<file path="src/rtl/sbus_encoder.sv">
// rtl/sbus_encoder.sv - S-Bus frame generator feeding a UART transmitter byte stream
// Emits one 25-byte frame (0xF0, 22 data bytes, flags, 0x00) per frame period while enabled.
module sbus_encoder #(
    parameter int unsigned FRAME_PERIOD_TICKS = 1400000
) (
    input  logic         clk_i,
    input  logic         rst_ni,
    input  logic         enable_i,
    input  logic [175:0] channels_i,
    input  logic [7:0]   flags_i,
    output logic [7:0]   tx_data_o,
    output logic         tx_valid_o,
    input  logic         tx_ready_i,
    output logic         busy_o,
    output logic         frame_done_o
);

    localparam logic [0:0]  ST_IDLE   = 1'b0;
    localparam logic [0:0]  ST_SEND   = 1'b1;
    localparam logic [31:0] TIMER_MAX = 32'(FRAME_PERIOD_TICKS - 1);
    localparam logic [4:0]  LAST_IDX  = 5'd24;
    localparam logic [7:0]  SYNC_BYTE = 8'hF0;
    localparam logic [7:0]  END_BYTE  = 8'h00;

    logic [0:0]   state_q, state_d;
    logic [31:0]  timer_q, timer_d;
    logic [4:0]   byte_idx_q, byte_idx_d;
    logic [175:0] chan_q, chan_d;
    logic [7:0]   flags_q, flags_d;
    logic [7:0]   tx_data_q, tx_data_d;
    logic         tx_valid_q, tx_valid_d;
    logic         done_q, done_d;

    logic [175:0] stream;
    logic         start;
    logic         accept;

    // Bit-reversing each 11-bit channel and concatenating ch1 first is the same as
    // reversing the whole 176-bit channel vector.
    always_comb begin
        stream = '0;
        for (int i = 0; i < 176; i++) begin
            stream[175 - i] = chan_q[i];
        end
    end

    function automatic logic [7:0] frame_byte(input logic [4:0]   idx,
                                              input logic [175:0] s,
                                              input logic [7:0]   fl);
        logic [7:0] b;
        if (idx == 5'd0) begin
            b = SYNC_BYTE;
        end else if (idx <= 5'd22) begin
            b = 8'(s >> (9'd176 - 9'({idx, 3'b000})));
        end else if (idx == 5'd23) begin
            b = fl;
        end else begin
            b = END_BYTE;
        end
        return b;
    endfunction

    assign start  = (state_q == ST_IDLE) && enable_i && (timer_q == TIMER_MAX);
    assign accept = tx_valid_q && tx_ready_i;

    always_comb begin
        state_d    = state_q;
        byte_idx_d = byte_idx_q;
        chan_d     = chan_q;
        flags_d    = flags_q;
        tx_data_d  = tx_data_q;
        tx_valid_d = tx_valid_q;
        done_d     = 1'b0;

        if (start) begin
            timer_d = '0;
        end else if (timer_q != TIMER_MAX) begin
            timer_d = timer_q + 32'd1;
        end else begin
            timer_d = timer_q;
        end

        case (state_q)
            ST_IDLE: begin
                if (start) begin
                    chan_d     = channels_i;
                    flags_d    = flags_i;
                    byte_idx_d = '0;
                    tx_data_d  = SYNC_BYTE;
                    tx_valid_d = 1'b1;
                    state_d    = ST_SEND;
                end
            end
            ST_SEND: begin
                if (accept) begin
                    if (byte_idx_q == LAST_IDX) begin
                        tx_valid_d = 1'b0;
                        done_d     = 1'b1;
                        state_d    = ST_IDLE;
                    end else begin
                        // Load the next byte on the accepting edge so ready=1 streams without gaps.
                        byte_idx_d = byte_idx_q + 5'd1;
                        tx_data_d  = frame_byte(byte_idx_q + 5'd1, stream, flags_q);
                    end
                end
            end
            default: begin
                state_d    = ST_IDLE;
                tx_valid_d = 1'b0;
            end
        endcase
    end

    always_ff @(posedge clk_i or negedge rst_ni) begin
        if (!rst_ni) begin
            state_q    <= ST_IDLE;
            timer_q    <= '0;
            byte_idx_q <= '0;
            chan_q     <= '0;
            flags_q    <= '0;
            tx_data_q  <= '0;
            tx_valid_q <= 1'b0;
            done_q     <= 1'b0;
        end else begin
            state_q    <= state_d;
            timer_q    <= timer_d;
            byte_idx_q <= byte_idx_d;
            chan_q     <= chan_d;
            flags_q    <= flags_d;
            tx_data_q  <= tx_data_d;
            tx_valid_q <= tx_valid_d;
            done_q     <= done_d;
        end
    end

    assign tx_data_o    = tx_data_q;
    assign tx_valid_o   = tx_valid_q;
    assign busy_o       = (state_q == ST_SEND);
    assign frame_done_o = done_q;

endmodule

</file>
<file path="config.mk">
export PLATFORM = sky130hd
export DESIGN_NAME = sbus_encoder
export DESIGN_NICKNAME = d
export VERILOG_FILES = /design/src/rtl/sbus_encoder.sv
export SDC_FILE = /design/constraint.sdc
export NUM_CORES = 1
export LEC_CHECK = 0
export CORE_AREA = 4 4 154 156
export CTS_CLUSTER_SIZE = 8
export DETAILED_ROUTE_END_ITERATION = 12
export DIE_AREA = 0 0 158 160
export MAX_ROUTING_LAYER = met4
export PLACE_DENSITY = 0.76
export SYNTH_ARGS = -nofsm -noshare
export SYNTH_HDL_FRONTEND = slang
export SYNTH_SLANG_ARGS = --single-unit
</file>
<file path="constraint.sdc">
create_clock -name clk_i -period 4.3 [get_ports clk_i]
set_input_delay 0.86 -clock clk_i [delete_from_list [all_inputs] [get_ports clk_i]]
set_output_delay 0.86 -clock clk_i [all_outputs]
set_load 0.02 [all_outputs]
</file>
==> metrics.csv <==
stage,metric,value,unit
synthesis,syn_area_per_cell,9.22,sq um
synthesis,ys_seq_area_share,52.3,%
floorplanning,floorplan.die.height,160,um
critical_path,worstReg2RegStart,byte_idx_q[0],
cts,post_cts_hold_buffer_count,0,
final_layout,area_taken_by_multi_input_logic_gates,4910,sq um
timing,final-max-slew-violation-count,0,
timing,setup_repair_after_global_routing_missed_its_margin,no,
floorplanning,start_util,49.6,%
critical_path,crit_path_start_kind,register,
cts,clock_tree.root_cell,sky130_fd_sc_hd__clkbuf_16,
global_routing,grt_start_max_net_pins,117,
synthesis,most_area_hungry_cell_type_in_the_yosys_netlist,sky130_fd_sc_hd__dfrtp_1,
synthesis,yosys_warnings,0,
final_layout,area.growth.synth_to_final,27.1,%
drt,drc_errors,0,
power_and_ir_drop,power.ir.vdd_worst,266,uV
final_layout,fin_util,63.0,%
place,gp_congestion,0.879,
floorplanning,dieArea,25300,sq um
synthesis,synthTopCellsByCount,"sky130_fd_sc_hd__nand2_1, sky130_fd_sc_hd__dfrtp_1, sky130_fd_sc_hd__mux4_2",
drt,drt_pre_antenna_iters,5,
timing,finalSetupTns,0,ns
power_and_ir_drop,p_leak,6.81,nW
critical_path,arrival,3.65,ns
place,post_place_worst_slack,0.980,ns
global_routing,grt.overflow.total,0,
cts,post_cts_setup_inserts,0,
synthesis,postSynth.asyncResetShare,100,%
cts,h-tree-depth,2,
critical_path,timing.critical_path.buf_inv,0,
global_routing,grt_pass1_vias,9060,
critical_path,path_delay_family,XOR/XNOR gates,
floorplanning,top_level_ports,199,
cts,worstSkewPairLatency,0.49,ns
timing,report.final.hold_viol_count,0,
drt,detailroute.via_count,8951,
synthesis,synthesis.instances,1203,
synthesis,synth_seq_cells,232,
critical_path,worstRegToRegCells,7,
cts,number_of_resized_instances_in_the_post_cts_repair_step,0,
timing,worst_slew_pin_slew,1.14,ns
synthesis,synth.cell_area,11100,sq um
critical_path,worst_path_largest_cell_delay,1.23,ns
floorplanning,placementRows,55,
final_layout,drive_gt1_share,7.22,%
synthesis,synth.lib_cells_used.distinct,51,
cts,path_clk_slew,0.05,ns
cts,clk_path_buf_depth,3,
critical_path,crit_required,4.71,ns
critical_path,timing.critical_path.cells,ha_1 -> xor3_2 -> nand2_1 -> nor2_1 -> a21oi_1 -> a211o_1 -> o221ai_1,
global_routing,grt_first_pass_wirelength,45300,um
synthesis,synthDominantCellAreaShare,52.3,%
synthesis,yosys-top-cells-area,"sky130_fd_sc_hd__dfrtp_1, sky130_fd_sc_hd__nand2_1, sky130_fd_sc_hd__mux4_2, sky130_fd_sc_hd__mux2i_1, sky130_fd_sc_hd__buf_6",
timing,achievable-frequency,308,MHz
timing,timing.final.setup_violations,0,
drt,antenna_violating_nets_post_route,0,
place,port_buffer_count,198,
critical_path,reg2reg_setup_slack,1.05,ns
job,timing.max_cap.violations,0,
synthesis,syn_nets,1398,
global_routing,initial_antenna_violation_count,1,
power_and_ir_drop,pwr_per_cell_area,438,nW/um^2
place,dp.final_hpwl,19700,um
floorplanning,chipWidth,158,um
drt,wirelength,28200,um
timing,finClkSkew,0.00985,ns
timing,maxSlewHeadroom,24.2,%
timing,period_minus_slack,3.25,ns
cts,clock_sink_count,232,
critical_path,path_max_fanout,37,
synthesis,cell_with_the_most_instances_after_synthesis,sky130_fd_sc_hd__nand2_1,
drt,wl_per_cell,16.9,um
floorplanning,core_area,22400,sq um
timing,whs,0.410,ns
drt,drt_first_iter_violations,590,
timing,min_period_over_period,75.5,%
critical_path,setup.worst_path.class,register to register,
drt,post_detailed_route_via_to_cell_ratio,5.36,
critical_path,crit_path_end_kind,register,
synthesis,main_synth_ff_type,sky130_fd_sc_hd__dfrtp_1,
final_layout,ff_latch_area,5810,sq um
cts,cts-buffers-inserted,34,
final_layout,nets,1579,
critical_path,timing.rr.end,tx_data_o[3],
cts,tritoncts,built,
outcome,outcome,completed,
worst_hold_path,holdCritPathClass,input port to asynchronous set/reset pin,
synthesis,synth-edff-count,0,
final_layout,filler_cell_count,1823,
timing,timing.final.ws_setup,1.05,ns
global_routing,tot_gr_track_use,22.8,%
critical_path,critical_path.slowest_cell,sky130_fd_sc_hd__xor3_2,
power breakdown:
| part | switching, mW | internal, mW |
|---|---|---|
| registers | 0.105 | 2.32 |
| logic | 0.744 | 0.705 |
| clock network | 0.879 | 1.43 |
routing by layer:
layer	share of wire, %	vias to the layer above	track usage, %	wire length (um)
met4	2.5	0	6.17	699
li1	-	4301	-	-
met5	0	-	-	0
met3	6.5	55	4.34	1840
met1	43	4323	30.8	12100
met2	48	272	35.9	13600
worst max-delay path by stage:
| stage | from | to | slack, ns | depth (start not counted) |
|---|---|---|---|---|
| after detailed placement | enable_i | chan_q[131] | 0.98 | 6 |
| after CTS | byte_idx_q[0] | tx_data_o[1] | 1.11 | 7 |
| after floorplan | byte_idx_q[0] | tx_data_o[4] | 0.86 | 11 |
| after global placement | enable_i | chan_q[156] | 1.02 | 6 |
| final | byte_idx_q[0] | tx_data_o[3] | 1.05 | 7 |
| after global routing | byte_idx_q[0] | tx_data_o[2] | 0.71 | 7 |
flip-flops by register name, indices dropped and copies added (netlist names):
name	flops
timer_q	32
tx_data_o	8
byte_idx_q	5
flags_q	8
tx_valid_o	1
chan_q	176
busy_o	1
frame_done_o	1
placed cells by master (no fill, tap or decap), types with 4 or more instances in the layout:
master                              n
sky130_fd_sc_hd__nand3_1           26
sky130_fd_sc_hd__clkdlybuf4s50_1  197
sky130_fd_sc_hd__o22ai_1            4
sky130_fd_sc_hd__a22oi_1            9
sky130_fd_sc_hd__a211oi_1           8
sky130_fd_sc_hd__a21oi_1           19
sky130_fd_sc_hd__nand2_1          599
sky130_fd_sc_hd__ha_1               7
sky130_fd_sc_hd__nor2b_1           12
sky130_fd_sc_hd__nor3_1             7
sky130_fd_sc_hd__o221ai_1           4
sky130_fd_sc_hd__dfrtp_1          231
sky130_fd_sc_hd__o31ai_1            4
sky130_fd_sc_hd__clkbuf_16         35
sky130_fd_sc_hd__mux4_2            35
sky130_fd_sc_hd__xor2_1             9
sky130_fd_sc_hd__inv_1             10
sky130_fd_sc_hd__and3_1             5
sky130_fd_sc_hd__buf_4             10
sky130_fd_sc_hd__o21ai_0           23
sky130_fd_sc_hd__nand2b_1           4
sky130_fd_sc_hd__xnor2_1           14
sky130_fd_sc_hd__mux2_2             5
sky130_fd_sc_hd__mux2i_1           27
sky130_fd_sc_hd__nand4_1            6
sky130_fd_sc_hd__nor2_1            23
area by class of cell:
type	instances	share of cell area (%)
multi-input cells	896	34.8
flip-flops and latches	232	41.2
clock buffers	36	6.24
repair buffers	210	14.9
inverters	10	0.266
clock inverters	1	0.0621
well taps	285	2.53
diodes	1	0.0177
per-stage QoR:
stage	cells	area, sq um	total power, mW
after detailed placement	1633	13200	3.90
after CTS	1670	14100	6.22
after floorplan	1203	11100	3.31
after global routing	1671	14100	6.44
final	1671	14100	6.18
after global placement	1633	13200	3.89
worst register-to-register path: cells and delay by family, from the launching register on:
kind | cells | cell delay, ns
and+or+nand+nor | 2 | 0.49
DFF | 1 | 0.54
adders and majority gates | 1 | 0.37
AOI/OAI and AO/OA | 3 | 0.54
xor gates and xnor gates | 1 | 1.23
cell families after synthesis:
kind of cell,synth area share [%]
flops,52.3
xor+xnor,2.11
compound gates,5.06
simple gates,26.0
mux,10.0
buf+inv,3.71
fa+ha+maj,0.789
No activity file was read; power rests on OpenSTA's default activity.
